==> config.mk <==
export PLATFORM = sky130hd
export DESIGN_NAME = pwm_update_controller
export DESIGN_NICKNAME = d
export VERILOG_FILES = /design/src/rtl/pwm_update_controller.sv
export SDC_FILE = /design/constraint.sdc
export NUM_CORES = 1
export LEC_CHECK = 0
export ABC_AREA = 1
export BUFFER_PORTS_ARGS = -buffer_cell sky130_fd_sc_hd__buf_2
export CAP_MARGIN = 20
export CORE_AREA = 3 3 101 103
export DETAILED_ROUTE_END_ITERATION = 10
export DIE_AREA = 0 0 104 106
export HOLD_SLACK_MARGIN = 0.1
export PLACE_DENSITY = 0.69
export SLEW_MARGIN = 20
export SYNTH_ARGS = -nofsm -noshare
export SYNTH_HDL_FRONTEND = slang
export SYNTH_SLANG_ARGS = --single-unit
==> constraint.sdc <==
create_clock -name clk -period 5.6 [get_ports clk]
set_input_delay 0.84 -clock clk [delete_from_list [all_inputs] [get_ports clk]]
set_output_delay 0.84 -clock clk [all_outputs]
set_load 0.02 [all_outputs]
==> src/rtl/pwm_update_controller.sv <==
// PWM output sequencer: shadows the SPI config and applies changes only at period boundaries.
// Optional PWM_PERIOD_STROBE_EN adds period_strobe and update_applied pulse outputs.
module pwm_update_controller #(
    parameter int unsigned CLK_DIV = 4,
    parameter int unsigned DIV_W   = 16
) (
    input  logic        clk,
    input  logic        rst_n,
    input  logic [7:0]  en_reg_out_7_0,
    input  logic [7:0]  en_reg_out_15_8,
    input  logic [7:0]  en_reg_pwm_7_0,
    input  logic [7:0]  en_reg_pwm_15_8,
    input  logic [7:0]  pwm_duty_cycle,
    output logic [15:0] pwm_out,
    output logic        active,
    output logic        update_pending
`ifdef PWM_PERIOD_STROBE_EN
    ,
    output logic        period_strobe,
    output logic        update_applied
`endif
);

    typedef enum logic [1:0] {IDLE, RUN, PENDING} state_t;

    localparam logic [DIV_W-1:0] PRESC_MAX = DIV_W'(CLK_DIV - 1);

    state_t           state;
    state_t           state_nxt;
    logic [15:0]      sh_en_out;
    logic [15:0]      sh_en_pwm;
    logic [7:0]       sh_duty;
    logic [DIV_W-1:0] presc;
    logic [7:0]       cnt;
    logic [39:0]      live_cfg;
    logic [39:0]      shadow_cfg;
    logic             live_on;
    logic             diff;
    logic             running;
    logic             tick;
    logic             period_end;
    logic             level;
    logic             load;
    logic [15:0]      pwm_nxt;

    assign live_cfg   = {en_reg_out_15_8, en_reg_out_7_0, en_reg_pwm_15_8, en_reg_pwm_7_0, pwm_duty_cycle};
    assign shadow_cfg = {sh_en_out, sh_en_pwm, sh_duty};
    assign live_on    = |{en_reg_out_15_8, en_reg_out_7_0};
    assign diff       = live_cfg != shadow_cfg;
    assign running    = state != IDLE;
    assign tick       = running && (presc == PRESC_MAX);
    assign period_end = tick && (cnt == 8'hFF);

    // Full-scale duty must stay high through cnt==255, which cnt < sd cannot express.
    assign level   = (sh_duty == 8'hFF) || (cnt < sh_duty);
    assign pwm_nxt = sh_en_out & (~sh_en_pwm | {16{level}});

    // NOTE: every always_comb output gets a default first so no path can infer a latch.
    always_comb begin
        state_nxt = state;
        load      = 1'b0;
        if (!live_on) begin
            state_nxt = IDLE;
        end else begin
            case (state)
                IDLE: begin
                    state_nxt = RUN;
                    load      = 1'b1;
                end
                RUN: begin
                    if (diff) state_nxt = PENDING;
                end
                PENDING: begin
                    if (!diff) begin
                        state_nxt = RUN;
                    end else if (period_end) begin
                        state_nxt = RUN;
                        load      = 1'b1;
                    end
                end
                default: state_nxt = IDLE;
            endcase
        end
    end

    // NOTE: sequential state uses non-blocking assignments so all registers sample pre-edge values.
    always_ff @(posedge clk or negedge rst_n) begin
        if (!rst_n) begin
            state          <= IDLE;
            active         <= 1'b0;
            update_pending <= 1'b0;
            pwm_out        <= '0;
            sh_en_out      <= '0;
            sh_en_pwm      <= '0;
            sh_duty        <= '0;
            presc          <= '0;
            cnt            <= '0;
`ifdef PWM_PERIOD_STROBE_EN
            period_strobe  <= 1'b0;
            update_applied <= 1'b0;
`endif
        end else begin
            state          <= state_nxt;
            active         <= state_nxt != IDLE;
            update_pending <= state_nxt == PENDING;
            pwm_out        <= pwm_nxt;

            if (load) begin
                sh_en_out <= {en_reg_out_15_8, en_reg_out_7_0};
                sh_en_pwm <= {en_reg_pwm_15_8, en_reg_pwm_7_0};
                sh_duty   <= pwm_duty_cycle;
            end else if (!live_on) begin
                sh_en_out <= '0;
            end

            // Leaving or entering IDLE restarts the period so the first one is never truncated.
            if (!live_on || state == IDLE) begin
                presc <= '0;
                cnt   <= '0;
            end else begin
                presc <= tick ? '0 : presc + DIV_W'(1);
                if (tick) cnt <= cnt + 8'd1;
            end
`ifdef PWM_PERIOD_STROBE_EN
            period_strobe  <= period_end;
            update_applied <= load;
`endif
        end
    end

endmodule
-- Yosys cells after proc, flatten, opt, wreduce, memory -nomap -nowiden
Cells that the tools add are included.
- add/sub/neg operators: 2
- multiply operators: 0
- div/mod/pow operators: 0
- order comparisons: 1
- equality and inequality tests: 8
- shift operators: 0
- mux-type cells: 15
- bitwise logic cells: 3
- reductions and logical operators: 10
- operators with widths (operator ; number):
    $mux W16 ; 4
    $ne A40 B40 Y1 ; 1
    $add A16 B1 Y16 const B ; 1
    $and A16 B16 Y16 ; 1
    $eq A16 B2 Y1 const B ; 1
    $eq A8 B8 Y1 const B ; 2
    $mux W8 ; 2
    $not A16 Y16 ; 1
    $or A16 B16 Y16 ; 1
    $reduce_or A16 Y1 ; 1
    $add A8 B1 Y8 const B ; 1
    $lt A8 B8 Y1 ; 1
    $mux W2 ; 4
    $pmux W2 S3 ; 1
    $reduce_bool A2 Y1 ; 3
    $eq A2 B2 Y1 const B ; 2
    $mux W1 ; 3
    $eq A2 B1 Y1 const B ; 1
    $logic_and A1 B1 Y1 ; 2
    $logic_not A2 Y1 ; 1
    $logic_or A1 B1 Y1 ; 2
    $ne A2 B1 Y1 const B ; 1
    $pmux W1 S2 ; 1
    $logic_not A1 Y1 ; 1
- register bits after elaboration: 84
- bits in latches: 0
- bits in writable memories: 0
- memory bits (read-only): 0
- bits of input ports: 42
- output and inout bits: 18
- word-level logic and storage cells: 48
- memories: 0

-- Depth between registers and ports, before layout
Gate-level depths: netlist of the first run.
- depth after elaboration: 8
- mapped depth: 15
- mapped depth without buffers: 14

-- Worst setup path after synthesis of the first run
Ideal clock, no wire load.
- path type: in2reg
- from: input port en_reg_out_15_8[4]
- to: register sh_en_out[7]
- setup time: 0.118 ns
- arrival: 1.959 ns
- data required time: 5.482 ns
- path slack: 3.523 ns
- stages: 7
- path buffers: 1
- path through: nor4_1 nand4_2 nand2_1 inv_2 clkbuf_1 nand3_1 nand2_1
- word-level cells in the longest chain between the ends: 5
- elaborated cells on any way between the ends: 7
- those cells by class: 2 x eq/ne; 4 x mux; 1 x reduce/logical
- ends and longest elaborated chain (what ; RTL line ; source):
    from (decl) ; 10 ; input logic [7:0] en_reg_out_15_8,
    $ne A40 B40 Y1 ; 49 ; assign diff = live_cfg != shadow_cfg;
    $mux W1 ; 74 ; if (!diff) begin
    $pmux W1 S2 ; 65 ; case (state)
    $mux W1 ; 62 ; if (!live_on) begin
    $ne A2 B1 Y1 (no source line) or $mux W16 (tied branches) ; n/a ;
    to (signal assigned) ; 109 ; sh_en_out <= {en_reg_out_15_8, en_reg_out_7_0};
    to (decl) ; 30 ; logic [15:0] sh_en_out;
Several ways; a longest one is shown, not always the timed one.
A chain may end at the register's enable or synchronous reset.

-- Worst setup path after layout of the first run
- from: input port en_reg_out_7_0[3]
- to: register sh_duty[1]
- word-level cells in the longest chain between the ends: 4
- elaborated cells on any way between the ends: 5
- those cells by class: 1 x eq/ne; 3 x mux; 1 x reduce/logical
- ends and longest elaborated chain (what ; RTL line ; source):
    from (decl) ; 9 ; input logic [7:0] en_reg_out_7_0,
    $ne A40 B40 Y1 ; 49 ;
    $mux W1 ; 74 ;
    $pmux W1 S2 ; 65 ;
    $mux W1 * ; 62 ;
    to (signal assigned) ; 111 ; sh_duty <= pwm_duty_cycle;
    to (decl) ; 32 ; logic [7:0] sh_duty;
Every way passes the cells marked *; elsewhere a longest branch is shown, timed or not.

==> results_dict.tcl, run 1 <==
set metrics [dict create \
    die-area_mm2 0.0110 \
    clk_pin_slew_ns 0.09 \
    synth_cell_types 32 \
    grt_pass1_vias 3912 \
    fin_crit_sh_pct 48.8 \
    crit_top_cell "nand2_1" \
    min_period_ns 2.73 \
    slew_violations 0 \
    fmax_mhz 366 \
    synth_area_mm2 0.00461 \
    instances_no_fill 806 \
    clockPowerShare_pct 17.7 \
    route.detailed.drc 0 \
    die_w_um 104 \
    async_flop_share_pct 100 \
    worst_slack_ns 2.87 \
    io_pins 60 \
    worstPathMaxFanout 41 \
    syn2layout_area_growth_pct 12.5 \
    cp-end-kind "flop" \
    grt-ovfl-total 0 \
    final_cell_mix "nand2_1, nand3_1, inv_1" \
    clock_latency_ns 0.36 \
    comb_power_share_pct 40.9 \
    hp-class "reg -> reg" \
    power.switching_mw 1.05 \
    synth.yosys.seq_area_share_pct 45.6 \
    ir_drop_mv 0.219 \
    fin_nets 723 \
    seqPwrFrac_pct 41.4 \
    max_slew.worst_pin.slew_ns 0.772 \
    power_mw 2.44 \
    cts_tree "done" \
    grt_antenna_before_repair 0 \
    core_area_mm2 0.00928 \
    diodes 0 \
    floorplan.rows 35 \
    yosysTopAreaCellShare_pct 45.6 \
    swShare_pct 43.1 \
    portBuffers 59 \
    dp_cells 790 \
    max-cap-violations 0 \
    first_pass_iters 5 \
    grt_pass1_wl_um 18900 \
    finalHoldViolations 0 \
    cts_setup_buffers 0 \
    setup_viol 0 \
    cp_slowest_cell "nand2_4" \
    ys.warnings.count 0 \
    gp_congestion 0.892 \
    skew_ns 0.0127 \
    root_buffer "clkbuf_8" \
    ys_ff_latch 84 \
    cts_buffer_depth 2 \
    rsz0062_at_grt "false" \
    avgSynthCellArea_um2 7.48 \
    synth-edff-count 0 \
    num_vias 4102 \
    final_common_cell "nand2_1" \
    powerDensity_mw_per_mm2 471 \
    internal-power_mw 1.39 \
    finalWirelength_um 11300 \
    yosysTopAreaCell "dfrtp_1" \
    via_per_inst 5.09 \
    ctsHoldBuffers 0 \
    syn_inst 616 \
    synth_nets 667 \
    grt_usage_pct 21.2 \
    synth.area.top_cells "dfrtp_1, nand2_1, nand3_1, inv_1, xnor2_1" \
    ctsResizeCount 0 \
    cp.arrival_ns 3.02 \
    fin_setup_tns_ns 0 \
    startpoint_type "input pin" \
    htree_levels 3 \
    critPathRequiredTime_ns 5.89 \
    final_layout_size_suffix_gt1_share_pct 13.0 \
    clock_sinks 84 \
    cts_made_buffers 9 \
    die_y_um 106 \
    pre_cts_ws_ns 2.52 \
    post_drt_wl_per_cell_um 14.0 \
    drt_iter0_markers 243 \
    start_util_pct 49.6 \
    ys.flop_type "dfrtp_1" \
    post-dp-hpwl_um 8030 \
    status "finished, final reports clean" \
    crit_path_cell_trace "buf_2 -> xnor2_1 -> nand2_1 -> nor2_1 -> nand2_1 -> nor2_1 -> nand3_2 -> nand2_2 -> nand2_4 -> nand2_4 -> nand2_1 -> nand2_1" \
    finalHoldWorstSlack_ns 0.473 \
    grt_max_degree 85 \
    ant_nets 0 \
    cpPeakStageDelay_ns 0.38 \
    relSlewSlack_pct 48.6 \
    critPathKind "in -> reg" \
    leakagePower_nw 2.78 \
]
[cell usage after synthesis (all sizes together) (2+ instances only)]
master,n
dfrtp,84
buf,9
ha,9
a21oi,10
nand4,9
nor4,5
nand2,202
a21boi,2
nor3b,2
o21ai,8
xnor2,22
nor2,44
inv,88
o31ai,3
nand3,89
nor3,13
xor2,5
clkbuf,7
[area by class of cell]
type / instances / area, µm²
Clock buffer: 10 / 128
Clock inverter: 6 / 65.1
Fill cell: 891 / 4100
Inverter: 89 / 334
Multi-Input combinational cell: 427 / 2080
Sequential cell: 84 / 2100
Tap cell: 129 / 161
Timing Repair Buffer: 61 / 317
[critical path: cells and delay by family]
family,cells,cell delay (ns)
AND/OR/NAND/NOR,10,1.83
XOR/XNOR,1,0.20
buffers and inverters,1,0.12
[final timing paths]
| path | startpoint | end | slack [ns] | depth (start not counted) |
|---|---|---|---|---|
| worst min-delay path | presc[0] | presc[0] | 0.47 | 1 |
| worst max register to register | presc[11] | sh_duty[1] | 2.97 | 10 |
| worst min register to register | presc[0] | presc[0] | 0.47 | 1 |
| min in group asynchronous | rst_n | pwm_out[5] | 0.51 | 1 |
| max in group asynchronous | rst_n | sh_en_out[11] | 4.55 | 1 |
| worst max-delay path | en_reg_out_7_0[3] | sh_duty[1] | 2.87 | 12 |
[metrics by stage]
step	instance area, µm²	utilization, %
after floorplan	4610	-
after global placement	4990	53.7
after detailed placement	4990	53.7
after CTS	5180	55.8
after global routing	5180	55.8
final	5180	55.8
[metal layers]
metal | wire (µm) | up-vias | GRT usage (%)
met2 | 5420 | 123 | 34.8
li1 | - | 2048 | -
met1 | 5110 | 1919 | 28.6
met3 | 628 | 12 | 3.46
met5 | 0 | - | 0
met4 | 141 | 0 | 7.12
[power by group through the flow]
stage	Clock (mW)	Sequential (mW)	Combinational, mW
after detailed placement	0	1.02	1.01
after CTS	0.444	1.01	1.01
final	0.433	1.01	0.999
after global routing	0.478	1.04	1.14
after floorplan	0	1.07	0.689
after global placement	0	1.02	0.974
[flip-flops by register name, summed over array words and instances (netlist names)]
signal,count
sh_en_out,16
cnt,8
presc,16
active,1
pwm_out,16
update_pending,1
sh_en_pwm,16
state,2
sh_duty,8
[cells by family after synthesis]
| logic type | count (synthesis) | synth area share (%) |
|---|---|---|
| AND/OR/NAND/NOR | 366 | 34.5 |
| buffers and inverters | 105 | 9.29 |
| flip-flops | 84 | 45.6 |
| XOR/XNOR | 27 | 5.13 |
| AO/OA/AOI/OAI | 25 | 3.07 |
| adder cells (fa/ha/maj) | 9 | 2.44 |
(Power assumes the default switching activity.)
==> run 2: changes to the inputs <==
Settings changed: ABC_AREA 1 to 0, CORE_AREA 3 3 101 103 to 3 3 98 100, DIE_AREA 0 0 104 106 to 0 0 101 103.
Clock period 5.6 ns to 2.79 ns, I/O delays scaled along.
==> results_dict.tcl, run 2 <==
set metrics [dict create \
    cpPeakStageDelay_ns 0.46 \
    finalHoldViolations 0 \
    startpoint_type "flop" \
    worst_slack_ns 0.229 \
    root_buffer "clkbuf_8" \
    max_slew.worst_pin.slew_ns 0.656 \
    start_util_pct 49.4 \
    core_area_mm2 0.00876 \
    ctsResizeCount 0 \
    hp-class "in -> async" \
    cp.arrival_ns 2.80 \
    yosysMostFrequentCell "dfrtp_1" \
    htree_levels 3 \
    async_flop_share_pct 100 \
    grt_antenna_before_repair 0 \
    fin_crit_sh_pct 91.8 \
    grt_pass1_wl_um 16300 \
    finalWirelength_um 10000 \
    clock_latency_ns 0.35 \
    final_layout_size_suffix_gt1_share_pct 23.4 \
    max-cap-violations 0 \
    crit_path_cell_trace "ha_1 -> nor4b_1 -> and3_1 -> nand4_2 -> o31ai_4 -> nand3_4 -> buf_4 -> mux2_4" \
    final_area_mm2 0.00498 \
    finalHoldWorstSlack_ns 0.0746 \
    synth.yosys.seq_area_share_pct 48.6 \
    cp_slowest_cell "o31ai_4" \
    worstPathMaxFanout 24 \
    gp_congestion 0.890 \
    die_w_um 101 \
    rsz0062_at_grt "false" \
    relSlewSlack_pct 56.3 \
    utilization_pct 56.9 \
    post-dp-hpwl_um 7130 \
    clk_pin_slew_ns 0.09 \
    avgSynthCellArea_um2 10.6 \
    diodes 0 \
    ys_ff_latch 84 \
    power_mw 5.22 \
    syn_inst 407 \
    powerDensity_mw_per_mm2 1050 \
    fin_setup_tns_ns 0 \
    synth.area.top_cells "dfrtp_1, xnor2_1, mux2_4, o21ai_0, nand2_1" \
    leakagePower_nw 2.26 \
    fillers 747 \
    io_pins 60 \
    cts_setup_buffers 0 \
    post_drt_wl_per_cell_um 17.2 \
    grt-ovfl-total 0 \
    synth_cell_types 40 \
    fmax_mhz 391 \
    placed_area_mm2 0.00476 \
    floorplan.rows 34 \
    instances_no_fill 582 \
    cp-end-kind "flop" \
    yosysTopAreaCell "dfrtp_1" \
    critPathKind "reg -> reg" \
    die-area_mm2 0.0104 \
    cts_tree "done" \
    clock_sinks 84 \
    ant_nets 0 \
    num_vias 3277 \
    syn2layout_area_growth_pct 15.2 \
    ctsHoldBuffers 0 \
    synth_nets 458 \
    slew_violations 0 \
    via_per_inst 5.63 \
    status "finished, final reports clean" \
    fin_nets 520 \
    setup_viol 0 \
    synth_area_mm2 0.00433 \
    critPathRequiredTime_ns 3.03 \
    grt_pass1_vias 3276 \
    pre_cts_ws_ns 0.229 \
    min_period_ns 2.56 \
    skew_ns 0.00716 \
    cts_buffer_depth 2 \
    portBuffers 59 \
    final_common_cell "dfrtp_1" \
    grt_usage_pct 20.3 \
    grt_max_degree 85 \
    worst-path-buf-inv 1 \
    synth-edff-count 0 \
    dp_cells 566 \
    final_cell_mix "dfrtp_1, buf_2, xnor2_1" \
    yosysTopAreaCellShare_pct 48.6 \
    ys.warnings.count 0 \
    synthTopCellsByCount "dfrtp_1, xnor2_1, nand2_1, o21ai_0, nor2_1" \
    route.detailed.drc 0 \
    first_pass_iters 4 \
    critPathTopFamily "simple AND/OR/NAND/NOR gates" \
    die_y_um 103 \
    ir_drop_mv 0.371 \
    drt_iter0_markers 178 \
    ys.flop_type "dfrtp_1" \
    cts_made_buffers 9 \
]
-- run 2: changes by cell type in the layout (fill, tap and decap cells not counted), sizes merged, moves of 12 or more --
cell / before / now
inv: 88 / 10
nand2: 202 / 39
nor3: 13 / 1
nand3: 89 / 24
nor2: 44 / 26
xnor2: 22 / 48
mux2: 0 / 24
a41oi: 0 / 16
o21ai: 8 / 34
-- run 2: power by group --
group	leakage, nW	switching [mW]	internal (mW)
Sequential	1.05	0.409	1.68
Combinational	1.10	1.14	1.01
Clock	0.110	0.447	0.532
Total	2.26	2.00	3.22
-- run 2: worst paths after layout --
path | start | to | slack [ns] | cells past startpoint
setup / recovery | presc[0] | sh_en_pwm[12] | 0.23 | 8
hold / removal | rst_n | pwm_out[10] | 0.07 | 2
setup reg to reg | presc[0] | sh_en_pwm[12] | 0.23 | 8
hold reg to reg | presc[0] | presc[0] | 0.49 | 1
max in group asynchronous | rst_n | presc[11] | 2.35 | 2
min in group clk | pwm_duty_cycle[1] | sh_duty[1] | 0.32 | 2
-- run 2: per-layer routing --
metal,part of all wire (%),up-vias,global-route usage (%)
met5,0,-,0
met4,2.1,0,6.85
met3,6.2,18,4.40
met2,48,99,33.8
met1,44,1597,26.3
li1,-,1563,-
-- run 2: cells by family after synthesis --
family | after synthesis | share of synthesized area, %
AO/OA/AOI/OAI | 65 | 9.92
adder cells (fa/ha/maj) | 9 | 2.60
multiplexers | 25 | 8.21
XOR/XNOR | 59 | 11.9
buffers and inverters | 27 | 2.78
AND/OR/NAND/NOR | 138 | 16.0
flip-flops | 84 | 48.6
-- run 2: layout make-up --
cell class | instances | area [µm²] | share of cell area, %
multi-input combinational | 296 | 2100 | 42.2
inverter | 10 | 37.5 | 0.753
sequential | 84 | 2100 | 42.2
tap | 108 | 135 | 2.71
timing repair buffer | 68 | 378 | 7.58
clock buffer | 11 | 141 | 2.84
clock inverter | 5 | 85.1 | 1.71
